`config.mk`:
```
export PLATFORM = sky130hd
export DESIGN_NAME = piso_frame_tx
export DESIGN_NICKNAME = d
export VERILOG_FILES = /design/src/rtl/serial_pkg.sv /design/src/rtl/piso_frame_tx_bit_tick_gen.sv /design/src/rtl/piso_frame_tx.sv
export SDC_FILE = /design/constraint.sdc
export NUM_CORES = 1
export LEC_CHECK = 0
export ABC_AREA = 1
export CAP_MARGIN = 20
export CORE_UTILIZATION = 55
export DETAILED_ROUTE_END_ITERATION = 7
export DONT_BUFFER_PORTS = 1
export PLACE_DENSITY = 0.75
export SLEW_MARGIN = 15
export SYNTH_ARGS = -nofsm -noshare
export SYNTH_HDL_FRONTEND = slang
export SYNTH_HIERARCHICAL = 1
export SYNTH_SLANG_ARGS = --single-unit
```
`constraint.sdc`:
```
create_clock -name clk -period 1.9 [get_ports clk]
set_input_delay 0.19 -clock clk [delete_from_list [all_inputs] [get_ports clk]]
set_output_delay 0.19 -clock clk [all_outputs]
set_load 0.01 [all_outputs]
```
`src/rtl/serial_pkg.sv`:
```
// Shared definitions for the framed serial transmitter and its matching receiver.
package serial_pkg;

    typedef enum logic [1:0] {
        IDLE  = 2'd0,
        START = 2'd1,
        DATA  = 2'd2,
        STOP  = 2'd3
    } ser_state_e;

    localparam logic LINE_IDLE   = 1'b1;
    localparam logic START_LEVEL = 1'b0;

    // Counter width able to hold 0..n-1, never narrower than one bit.
    function automatic int cnt_width(input int n);
        if (n > 1) begin
            return $clog2(n);
        end else begin
            return 1;
        end
    endfunction

endpackage

```
`src/rtl/piso_frame_tx_bit_tick_gen.sv`:
```
// Clock divider: counts 0..CLKS_PER_BIT-1 and flags the terminal count as a bit tick.
module bit_tick_gen
    import serial_pkg::*;
#(
    parameter int CLKS_PER_BIT = 4
) (
    input  logic clk,
    input  logic rst,
    input  logic restart,
    output logic tick
);

    localparam int            CW   = cnt_width(CLKS_PER_BIT);
    localparam logic [CW-1:0] LAST = CW'(CLKS_PER_BIT - 1);

    logic [CW-1:0] cnt_q;

    // Free-running divider, realigned to zero whenever a new frame is accepted.
    always_ff @(posedge clk or posedge rst) begin
        if (rst) begin
            cnt_q <= '0;
        end else if (restart || (cnt_q == LAST)) begin
            cnt_q <= '0;
        end else begin
            cnt_q <= cnt_q + CW'(1);
        end
    end

    assign tick = (cnt_q == LAST);

endmodule

```
`src/rtl/piso_frame_tx.sv`:
```
// Framed parallel-in/serial-out transmitter: start bit, WIDTH data bits, STOP_BITS stop bits,
// each held CLKS_PER_BIT clocks, with true and complementary line outputs from one register stage.
module piso_frame_tx
    import serial_pkg::*;
#(
    parameter int WIDTH        = 8,
    parameter int CLKS_PER_BIT = 4,
    parameter int STOP_BITS    = 1,
    parameter int LSB_FIRST    = 1
) (
    input  logic             clk,
    input  logic             rst,
    input  logic [WIDTH-1:0] din,
    input  logic             din_valid,
    output logic             din_ready,
    output logic             sout,
    output logic             sout_n,
    output logic             busy,
    output logic             frame_done
);

    localparam int            BW        = cnt_width((WIDTH > STOP_BITS) ? WIDTH : STOP_BITS);
    localparam logic [BW-1:0] LAST_DATA = BW'(WIDTH - 1);
    localparam logic [BW-1:0] LAST_STOP = BW'(STOP_BITS - 1);

    if ((STOP_BITS < 1) || (STOP_BITS > 2)) begin : g_bad_stop_bits
        $error("piso_frame_tx: STOP_BITS must be 1 or 2");
    end

    ser_state_e       state_q;
    logic [BW-1:0]    bit_cnt_q;
    logic [WIDTH-1:0] sreg_q;
    logic [WIDTH-1:0] sreg_shift_s;
    logic             sout_q;
    logic             sout_n_q;
    logic             ready_q;
    logic             busy_q;
    logic             done_q;
    logic             line_d;
    logic             accept_s;
    logic             tick_s;

    // The bit that goes on the line next is always at the head end of the shift register.
    function automatic logic head_bit(input logic [WIDTH-1:0] v);
        if (LSB_FIRST != 0) begin
            return v[0];
        end else begin
            return v[WIDTH-1];
        end
    endfunction

    assign accept_s = din_valid && ready_q;

    bit_tick_gen #(
        .CLKS_PER_BIT(CLKS_PER_BIT)
    ) u_tick (
        .clk    (clk),
        .rst    (rst),
        .restart(accept_s),
        .tick   (tick_s)
    );

    // Shift register contents after dropping the bit currently on the line.
    always_comb begin
        if (LSB_FIRST != 0) begin
            sreg_shift_s = sreg_q >> 1'b1;
        end else begin
            sreg_shift_s = sreg_q << 1'b1;
        end
    end

    // Next line level; sout and sout_n are both registered from this single value.
    always_comb begin
        line_d = sout_q;
        case (state_q)
            IDLE: begin
                if (accept_s) begin
                    line_d = START_LEVEL;
                end else begin
                    line_d = LINE_IDLE;
                end
            end
            START: begin
                if (tick_s) begin
                    line_d = head_bit(sreg_q);
                end else begin
                    line_d = sout_q;
                end
            end
            DATA: begin
                if (tick_s && (bit_cnt_q == LAST_DATA)) begin
                    line_d = LINE_IDLE;
                end else if (tick_s) begin
                    line_d = head_bit(sreg_shift_s);
                end else begin
                    line_d = sout_q;
                end
            end
            STOP:    line_d = LINE_IDLE;
            default: line_d = LINE_IDLE;
        endcase
    end

    // Frame sequencer with registered handshake, status and line outputs.
    always_ff @(posedge clk or posedge rst) begin
        if (rst) begin
            state_q   <= IDLE;
            bit_cnt_q <= '0;
            sreg_q    <= '0;
            sout_q    <= LINE_IDLE;
            sout_n_q  <= ~LINE_IDLE;
            ready_q   <= 1'b1;
            busy_q    <= 1'b0;
            done_q    <= 1'b0;
        end else begin
            sout_q   <= line_d;
            sout_n_q <= ~line_d;
            done_q   <= 1'b0;
            case (state_q)
                IDLE: begin
                    if (accept_s) begin
                        state_q   <= START;
                        sreg_q    <= din;
                        bit_cnt_q <= '0;
                        ready_q   <= 1'b0;
                        busy_q    <= 1'b1;
                    end
                end
                START: begin
                    if (tick_s) begin
                        state_q <= DATA;
                    end
                end
                DATA: begin
                    if (tick_s) begin
                        if (bit_cnt_q == LAST_DATA) begin
                            state_q   <= STOP;
                            bit_cnt_q <= '0;
                        end else begin
                            bit_cnt_q <= bit_cnt_q + BW'(1);
                            sreg_q    <= sreg_shift_s;
                        end
                    end
                end
                STOP: begin
                    if (tick_s) begin
                        if (bit_cnt_q == LAST_STOP) begin
                            state_q   <= IDLE;
                            bit_cnt_q <= '0;
                            ready_q   <= 1'b1;
                            busy_q    <= 1'b0;
                            done_q    <= 1'b1;
                        end else begin
                            bit_cnt_q <= bit_cnt_q + BW'(1);
                        end
                    end
                end
                default: begin
                    state_q   <= IDLE;
                    bit_cnt_q <= '0;
                    ready_q   <= 1'b1;
                    busy_q    <= 1'b0;
                end
            endcase
        end
    end

    assign din_ready  = ready_q;
    assign busy       = busy_q;
    assign frame_done = done_q;
    assign sout       = sout_q;
    assign sout_n     = sout_n_q;

endmodule

```
After elaboration in Yosys (flattened, before gate mapping):

Cells that the tools add are included.

* flip-flop bits (word level): 20
* input bits: 11
* output and inout bits: 5
* logic and storage cells: 70

* add/subtract/negate cells: 2
* eq/ne operators: 12
* muxes and demuxes: 34
* bitwise operators: 1
* reductions and logical operators: 12

Operators with widths (number)
* $mux 8: 3
* $pmux 8 s2: 1
* $mux 3: 5
* $mux 2: 7
* $mux 1: 13
* $ne 2x2->1 const B: 6
* $reduce_and 4->1: 3
* $pmux 3 s3: 1
* $pmux 2 s4: 1
* $eq 2x2->1 const B: 3
* $reduce_and 6->1: 1
* $pmux 1 s2: 2
* $pmux 1 s4: 1
* $reduce_bool 2->1: 2
* $add 3x1->3 const B: 1
* $eq 3x3->1 const B: 1
* $logic_not 3->1: 1
* $reduce_bool 3->1: 1
* $add 2x1->2 const B: 1
* $eq 2x1->1 const B: 1
* $logic_and 1x1->1: 2
* $logic_not 2->1: 1
* $ne 2x1->1 const B: 1
* $logic_or 1x1->1: 1
* $not 1->1: 1

Depth between registers and ports, before layout:

Gate-level depths: netlist of the first run.

* depth in word-level cells: 5
* depth in mapped cells: 11

Modules after synthesis:

The synthesis of the first run kept the hierarchy.

By module, submodules not included
* piso_frame_tx: times used 1, cells each 146, area each 1133.6 um^2, seq. area each 452.9 um^2
* bit_tick_gen: times used 1, cells each 10, area each 88.8 um^2, seq. area each 50.0 um^2

Worst setup path after synthesis of the first run:

No wires, ideal clock.

* path kind: reg-to-reg
* start point: register state_q[0]
* end point: register state_q[0]
* arrival: 1.420 ns
* required time: 1.783 ns
* slack: 0.363 ns
* cell stages (with the launch flop): 10
* buffers on the path: 1
* path through: dfrtp_1 -> inv_1 -> ha_1 -> inv_2 -> buf_6 -> nor2_1 -> a21oi_1 -> nand3_1 -> nand2_1 -> nand2_1

* longest elaborated chain between the ends: 3
* elaborated cells between the ends (all ways): 12
* classes of those cells: 9 x eq/ne; 1 x mux; 2 x reduce/logical

Ends and longest elaborated chain
* start, declared: line piso_frame_tx.sv:30 `ser_state_e state_q;`
* start signal, assigned: line piso_frame_tx.sv:107 `state_q <= IDLE;`
* start signal, assigned: line piso_frame_tx.sv:122 `state_q <= START;`
* start signal, assigned: line piso_frame_tx.sv:131 `state_q <= DATA;`
* $eq 2x2->1 (tied with other cells): line piso_frame_tx.sv:119 `case (state_q)`
* $ne 2x2->1 (no source line) / $ne 2x1->1 (equally long branches)
* $reduce_and 6->1 (no source line)

Several ways; a longest one is shown, not always the timed one.
A chain may end at the register's enable or synchronous reset.

Worst setup path in the final report of the first run:

* start point: register state_q[0]
* end point: register sreg_q[5]

* longest elaborated chain between the ends: 3
* elaborated cells between the ends (all ways): 8
* classes of those cells: 4 x eq/ne; 1 x mux; 3 x reduce/logical

Ends and longest elaborated chain
* $eq 2x2->1 / $logic_not 2->1 (equally long branches): line piso_frame_tx.sv:119
* $ne 2x2->1 (no source line) (tied with other cells)
* $reduce_and 4->1 (no source line)
* end signal, assigned: line piso_frame_tx.sv:123 `sreg_q <= din;`
* end signal, assigned: line piso_frame_tx.sv:141 `sreg_q <= sreg_shift_s;`
* end, declared: line piso_frame_tx.sv:32 `logic [WIDTH-1:0] sreg_q;`

Several ways; a longest one is shown, not always the timed one.

==> results of run 1 <==
worst max-delay path: cells and delay by family (launching register included):
kind	cells	cell delay [ps]
simple gates	4	800
flops	1	440
fa+ha+maj	1	250
buf+inv	1	100
compound gates	1	70
cell usage in the layout (no fill, tap or decap):
cell           netlist  routed
o21ai_2              7       7
nand3_1              5       5
nand2_2              5       5
clkbuf_1             2       1
dlygate4sd3_1        0       1
inv_1               24      24
or2_2                1       1
nand4_1              3       3
nor2_8               1       1
inv_2                2       2
a21oi_1              1       1
clkbuf_4             0       3
ha_1                10      10
o21ai_0             13      13
dfrtp_1             18      18
nor2_1               9       9
dfstp_2              2       2
buf_4                0       1
nand2_1             51      51
power by group:
part	total (µW)	internal, µW	switching (µW)	leakage, µW
combinational	18.0	4.90	13.1	0.000426
clock	212	81.7	130	0.0000150
sequential	426	426	0	0.000237
through the flow:
stage	area, µm²	hold slack (ps)
global route	1261	46.36
CTS	1261	35.38
finish	1261	30.07
global placement	1225	-67.33
detailed placement	1225	-61.31
floorplan	1222	-68.82
cell families after synthesis:
family,Yosys count,share of synthesized area [%]
fa+ha+maj,10,10.24
buf+inv,30,11.16
compound gates,21,10.75
flops,20,41.15
simple gates,75,26.71
registers in the layout, summed over array words and instances (netlist names):
signal        cells
state_q           2
din_ready         1
sout_n            1
frame_done        1
bit_cnt_q         3
sout              1
u_tick/cnt_q      2
sreg_q            8
busy              1
metal layers:
layer / vias to the layer above / part of all wire (%) / track usage (%) / routed length, µm
met4: 0 / 1.1 / 8.824 / 23
met2: 25 / 46 / 31.74 / 975
met3: 4 / 4.9 / 2.804 / 104
li1: 483 / - / - / -
met5: - / 0 / 0 / 0
met1: 440 / 48 / 27.77 / 1014
layout make-up:
| class | count | area (µm²) |
|---|---|---|
| clock buffer | 4 | 26.28 |
| fill | 186 | 760.7 |
| inverter | 26 | 97.59 |
| multi-input combinational | 106 | 583.1 |
| sequential | 20 | 503.0 |
| tap | 27 | 33.78 |
| timing repair buffer | 2 | 17.52 |
timing repair:
action | 4_1_cts | 5_1_grt
hold endpoints to repair | 18 | 0
setup endpoints to repair | 0 | 1
hold buffers | 1 | 0
gates resized for setup | 0 | 0
worst max-delay path by stage:
stage | slack (ps) | endpoint
2_1_floorplan | 360 | state_q[0]
3_3_place_gp | 300 | sreg_q[5]
3_5_place_dp | 200 | state_q[0]
4_1_cts | 180 | sreg_q[5]
5_1_grt | 20 | sreg_q[5]
6_report | 190 | sreg_q[5]
==> results.yml, run 1 <==
placed_design:
  numPortBuffers: 0
  dp_slack_ps: 201.3
  dpl.cell_count: 180
  place_congestion: 0.7875
  dp_hpwl_mm: 1.612
die:
  ios: 16
  coreArea_um2: 2022
  die_y_um: 49.15
  rows: 16
  die_x_um: 49.15
  dieArea_um2: 2415
  initial_core_util_pct: 60.46
logic_synthesis:
  synthDominantCellAreaShare_pct: 36.85
  yosys.area.top_type: "dfrtp_1"
  seq_area_frac_synth_pct: 41.15
  synth.top_cells.by_count: "nand2_1, inv_1, dfrtp_1, o21ai_0, ha_1"
  async_flop_share_pct: 100.0
  yosysWarnings: 6
  netlist_instances: 156
  syn_avg_cell_area_um2: 7.836
  synth_edf_count: 0
  synth.net_count: 177
  ys_seq_elements: 20
  yosysMostFrequentCell: "nand2_1"
  netlist_top_cells_area: "dfrtp_1, nand2_1, ha_1"
  ys.flop_type: "dfrtp_1"
  synth_cell_types: 18
  synth_area_um2: 1222
sta:
  setup_tns_ps: 0
  finalHoldViolCount: 0
  slew_headroom_pct: 53.31
  fin_skew_ps: 10.89
  worst_slack_ps: 191.8
  rsz0062_at_grt: "false"
  min_period_over_period_pct: 89.91
  tightest_slew_ps: 699.7
  fin_crit_ps: 1708
  slew_viol_final: 0
  setup_viol_count_final: 0
  fmax_mhz: 585.4
cells_and_area:
  area_delta_synth_final_pct: 3.173
  final_cells: 185
  antennaDiodeCount: 0
  drive_above_1_share_pct: 13.92
  fin_util_pct: 62.38
  nets: 180
routing:
  ant_nets: 0
  drc: 0
  vias_per_cell: 5.146
  drtPass1Iterations: 4
  vias: 952
  wl_per_cell_um: 11.45
  totalWireLength_mm: 2.118
  dr.first_iter.drc_count: 19
worst_setup_path:
  worstReg2RegEnd: "sreg_q[5]"
  worst-path-max-fanout: 13
  worstPathCellList: "inv_1 -> ha_1 -> nand2_1 -> nand2_1 -> nor2_8 -> nand2_1 -> o21ai_2"
  criticalPathCategory: "reg2reg"
  cp.required_ps: 2140
  max_stage_delay_ps: 440
  start_kind: "flop"
  cp-startpoint: "state_q[0]"
  worstPathArrival_ps: 1950
  worst_setup_path_end_kind: "flop"
  r2r_start: "state_q[0]"
  cp_common_cell: "nand2_1"
  crit_slowest_cell: "dfrtp_1"
  rrSetupSlack_ps: 190
  rr_worst_depth: 7
global_route:
  grtUsageTotal_pct: 20.24
  grt_max_degree: 19
  grt_pass1_vias: 903
  grt.overflow.total: 0
  antenna_found_initial: 0
  grt_pass1_wl_mm: 3.705
worst_hold_path:
  whs_path_depth: 2
  min_to: "sreg_q[7]"
  min_from: "din[7]"
  hold_path.class: "in2reg"
clock_network:
  clkTransAtPathRegs_ps: 120
  htree_num_levels: 1
  cts_setup_buffers: 0
  clock_tree.buffer_depth: 2
  cts_tree: "done"
  numCtsBuffers: 3
  clock_latency_ps: 300
  cts-root-buf: "clkbuf_4"
  cts.sinks: 20
job:
  drv_cap: 0
outcome:
  status: "complete, no violations"
pwr:
  p_leak_uw: 0.0006775
  power.density_nw_per_um2: 519.7
  finalPower_uw: 655.5
  vdd_drop_max_v: 0.0003125
Power figures use the tool's default switching activity.
==> inputs of run 2 (changes only) <==
==> constraint.sdc (replaced) <==
create_clock -name clk -period 1.9 [get_ports clk]
set_input_delay 0.38 -clock clk [delete_from_list [all_inputs] [get_ports clk]]
set_output_delay 0.38 -clock clk [all_outputs]
set_load 0.01 [all_outputs]
==> results.yml, run 2 (synthesis results as in run 1) <==
clock_network:
  htree_num_levels: 1
  clock_latency_ps: 300
  numCtsBuffers: 3
  cts-root-buf: "clkbuf_4"
  ctsResizeCount: 0
  cts.sinks: 20
  cts_tree: "done"
  clkTransAtPathRegs_ps: 120
  clock_tree.buffer_depth: 2
  cts_setup_buffers: 0
cells_and_area:
  final_common_cell: "nand2_1"
  fill_cells: 186
  antennaDiodeCount: 0
  nets: 180
  area_delta_synth_final_pct: 3.173
  top_register: "sreg_q"
  largest_reg_flops: 8
  final_cell_mix: "nand2_1, inv_1, dfrtp_1, o21ai_0, ha_1"
  drive_above_1_share_pct: 13.92
  largestRegisters: "sreg_q (8), bit_cnt_q (3)"
die:
  dieArea_um2: 2415
  coreArea_um2: 2022
  ios: 16
  die_x_um: 49.15
  rows: 16
  die_y_um: 49.15
  initial_core_util_pct: 60.46
sta:
  fin_skew_ps: 10.89
  slew_headroom_pct: 53.46
  worst_slack_ps: 191.8
  fmax_mhz: 585.4
  min_period_over_period_pct: 89.91
  hold_ws_ps: 58.34
  tightest_slew_ps: 697.3
  finalHoldViolCount: 0
  fin_crit_ps: 1708
  slew_viol_final: 0
  setup_tns_ps: 0
  rsz0062_at_grt: "false"
  setup_viol_count_final: 0
placed_design:
  numPortBuffers: 0
  dp_hpwl_mm: 1.612
  place_congestion: 0.7875
  dp_slack_ps: 201.3
pwr:
  power.density_nw_per_um2: 519.5
  vdd_drop_max_v: 0.0003125
  p_leak_uw: 0.0006775
worst_setup_path:
  criticalPathCategory: "reg2reg"
  max_stage_delay_ps: 440
  worstPathArrival_ps: 1950
  rrSetupSlack_ps: 190
  worst-path-max-fanout: 13
  start_kind: "flop"
  rr_worst_depth: 7
  worstPathCellList: "inv_1 -> ha_1 -> nand2_1 -> nand2_1 -> nor2_8 -> nand2_1 -> o21ai_2"
  r2r_start: "state_q[0]"
  cp_common_cell: "nand2_1"
  worstReg2RegEnd: "sreg_q[5]"
  cp.required_ps: 2140
  crit_slowest_cell: "dfrtp_1"
  worst_setup_path_end_kind: "flop"
routing:
  drtPass1Iterations: 4
  vias_per_cell: 5.146
  totalWireLength_mm: 2.116
  vias: 952
  ant_nets: 0
  dr.first_iter.drc_count: 22
  drc: 0
  wl_per_cell_um: 11.44
global_route:
  grt.overflow.total: 0
  grt_pass1_vias: 903
  grtUsageTotal_pct: 20.24
  grt_max_degree: 19
  grt_pass1_wl_mm: 3.705
  antenna_found_initial: 0
job:
  drv_cap: 0
outcome:
  status: "complete, no violations"
worst_hold_path:
  hold_path.class: "in2async"
[run 2: cell counts in the layout (fill, tap and decap cells not counted)]
Identical to the previous run, type by type.
[run 2: what timing repair did]
| action | 4_1_cts | 5_1_grt |
|---|---|---|
| hold buffers | 1 | 0 |
| hold endpoints to repair | 2 | 0 |
| setup endpoints to repair | 0 | 1 |
[run 2: area by class of cell]
class                           instances  area (µm²)  share of cell area [%]
Multi-Input combinational cell        106       583.1                   46.23
Sequential cell                        20       503.0                   39.88
Inverter                               26       97.59                   7.738
Tap cell                               27       33.78                   2.679
Clock buffer                            4       26.28                   2.083
Timing Repair Buffer                    2       17.52                   1.389
[run 2: report_power, final]
group	internal (µW)	total, µW	switching [µW]
Clock	81.7	212	130
Combinational	4.91	17.8	12.8
Sequential	426	426	0
[run 2: worst max-delay path: cells and delay by family (launching register included)]
family,cells,cell delay (ps)
flops,1,440
simple gates,4,800
buf+inv,1,100
compound gates,1,70
fa+ha+maj,1,250
[run 2: worst max path at each step]
stage,slack (ps),to,cells past startpoint,startpoint
finish,190,sreg_q[5],7,state_q[0]
global route,20,sreg_q[5],9,state_q[0]
CTS,180,sreg_q[5],7,state_q[0]
detailed placement,200,state_q[0],8,state_q[0]
global placement,300,sreg_q[5],7,state_q[0]
floorplan,360,state_q[0],9,state_q[0]
[run 2: through the flow]
| step | area (µm²) | utilization (%) | cells | total power, µW |
|---|---|---|---|---|
| 3_5_place_dp | 1225 | 60.58 | 180 | 450.5 |
| 2_1_floorplan | 1222 | - | 156 | 446.8 |
| 5_1_grt | 1261 | 62.38 | 185 | 681.0 |
| 4_1_cts | 1261 | 62.38 | 185 | 662.3 |
| 6_report | 1261 | 62.38 | 185 | 655.2 |
| 3_3_place_gp | 1225 | 60.58 | 180 | 449.6 |
[run 2: layer usage]
metal / vias up / wire length [µm] / global-route usage (%)
met3: 4 / 104 / 2.804
met2: 25 / 977 / 31.74
met5: - / 0 / 0
met4: 0 / 23 / 8.824
met1: 441 / 1010 / 27.77
li1: 482 / - / -
==> inputs of run 3 (changes only) <==
Settings changed: CORE_UTILIZATION 55 to 50, GPL_TIMING_DRIVEN from default to 0, PLACE_DENSITY 0.75 to 0.7.
==> results.yml, run 3 (synthesis results as in run 1) <==
cells_and_area:
  antennaDiodeCount: 0
  largest_reg_flops: 8
  final_cell_mix: "nand2_1, inv_1, dfrtp_1, o21ai_0"
  largestRegisters: "sreg_q (8), bit_cnt_q (3)"
  final_cells: 189
  final_common_cell: "nand2_1"
  area_delta_synth_final_pct: 6.449
  drive_above_1_share_pct: 16.15
  top_register: "sreg_q"
  nets: 183
clock_network:
  cts.sinks: 20
  clkTransAtPathRegs_ps: 110
  clock_tree.buffer_depth: 2
  numCtsBuffers: 3
  cts_tree: "done"
  clock_latency_ps: 290
  cts-root-buf: "clkbuf_4"
  htree_num_levels: 1
  cts_setup_buffers: 0
pwr:
  power.density_nw_per_um2: 500.3
  p_int_uw: 512.2
  swShare_pct: 21.32
  p_leak_uw: 0.0006899
  seqPwrFrac_pct: 65.4
  vdd_drop_max_v: 0.0004905
  share_comb_of_total_power_pct: 2.7
  switching_power_uw: 138.8
  p_clk_share_pct: 31.9
worst_setup_path:
  cp_common_cell: "nand2_1"
  criticalPathCategory: "reg2reg"
  crit_slowest_cell: "dfrtp_1"
  worstPathCellList: "inv_1 -> ha_1 -> nand2_1 -> nand2_1 -> nor2_8 -> buf_12 -> nand2_2 -> o21ai_2"
  start_kind: "flop"
  worstPathArrival_ps: 1930
  max_stage_delay_ps: 450
  worst-path-max-fanout: 10
  cp.required_ps: 2130
  worst_setup_path_end_kind: "flop"
placed_design:
  dp_hpwl_mm: 1.646
  dpl.cell_count: 184
  numPortBuffers: 0
  place_congestion: 0.7984
  dp_slack_ps: 56.80
outcome:
  status: "complete, no violations"
die:
  die_x_um: 51.45
  die_y_um: 51.45
  ios: 16
  rows: 17
  initial_core_util_pct: 54.22
  dieArea_um2: 2647
  coreArea_um2: 2255
sta:
  fin_crit_ps: 1699
  setup_tns_ps: 0
  fin_skew_ps: 7.481
  worst_slack_ps: 201.4
  setup_viol_count_final: 0
  slew_headroom_pct: 53.82
  slew_viol_final: 0
  fmax_mhz: 588.7
  tightest_slew_ps: 692.0
  min_period_over_period_pct: 89.40
  finalHoldViolCount: 0
  rsz0062_at_grt: "false"
routing:
  wl_per_cell_um: 11.54
  drtPass1Iterations: 4
  vias: 946
  vias_per_cell: 5.005
  totalWireLength_mm: 2.181
  drc: 0
  dr.first_iter.drc_count: 14
  ant_nets: 0
global_route:
  grt.overflow.total: 0
  antenna_found_initial: 0
  grt_max_degree: 19
  grtUsageTotal_pct: 20.61
  grt_pass1_vias: 1036
  grt_pass1_wl_mm: 4.126
job:
  drv_cap: 0
worst_hold_path:
  hold_path.class: "in2async"
[run 3: cell types whose count changed in the layout (fill, tap and decap cells not counted), sizes merged]
cell / previous run / this run
buf: 1 / 2
clkbuf: 4 / 6
[run 3: final cells by class]
class                   count  area, µm²
well taps                  28      35.03
multi-input cells         106      589.3
clock buffers               4      26.28
plain buffers               4      40.04
repair buffers              1      10.01
fillers                   219      953.4
inverters                  26      97.59
flip-flops and latches     20      503.0
[run 3: power by group through the flow]
stage	registers [µW]	clock network, µW	logic (µW)
global placement	434	0	15.9
global route	426	231	21.2
detailed placement	434	0	16.6
finish	426	208	17.4
CTS	426	223	18.3
floorplan	434	0	13.0
[run 3: what timing repair did]
action | 4_1_cts | 5_1_grt
setup endpoints to repair | 0 | 12
hold endpoints to repair | 2 | 0
resized for setup | 0 | 4
hold buffers | 1 | 0
[run 3: worst max-delay path, delay by kind of cell (launching register included)]
family,cells,cell delay (ps)
buffers and inverters,2,260
adder cells (fa/ha/maj),1,250
AND/OR/NAND/NOR,4,620
flip-flops,1,450
AO/OA/AOI/OAI,1,50
[run 3: worst paths after layout]
check                      slack (ps)  depth (start not counted)       startpoint         endpoint
hold reg to reg                   440                          1  u_tick/cnt_q[0]  u_tick/cnt_q[0]
min in group clk                  230                          2           din[7]        sreg_q[7]
setup / recovery                  200                          8       state_q[0]        sreg_q[1]
max in group asynchronous        1400                          1              rst     bit_cnt_q[1]
setup reg to reg                  200                          8       state_q[0]        sreg_q[1]
hold / removal                     60                          1              rst        sreg_q[2]
[run 3: per-layer routing]
layer	up-vias	global-route usage [%]	routed length (µm)
met4	0	7.658	17
met5	-	0	0
li1	486	-	-
met3	2	3.274	64
met1	446	25.60	1024
met2	12	35.50	1074
[run 3: through the flow]
step	hold slack (ps)	total power, µW	utilization [%]	area (µm²)
final	63.51	651.0	57.71	1301
after floorplan	121.2	446.8	-	1222
after detailed placement	129.3	450.4	55.77	1257
after global placement	122.4	449.7	55.77	1257
after global routing	113.3	678.1	57.71	1301
after CTS	84.55	667.4	57.38	1294
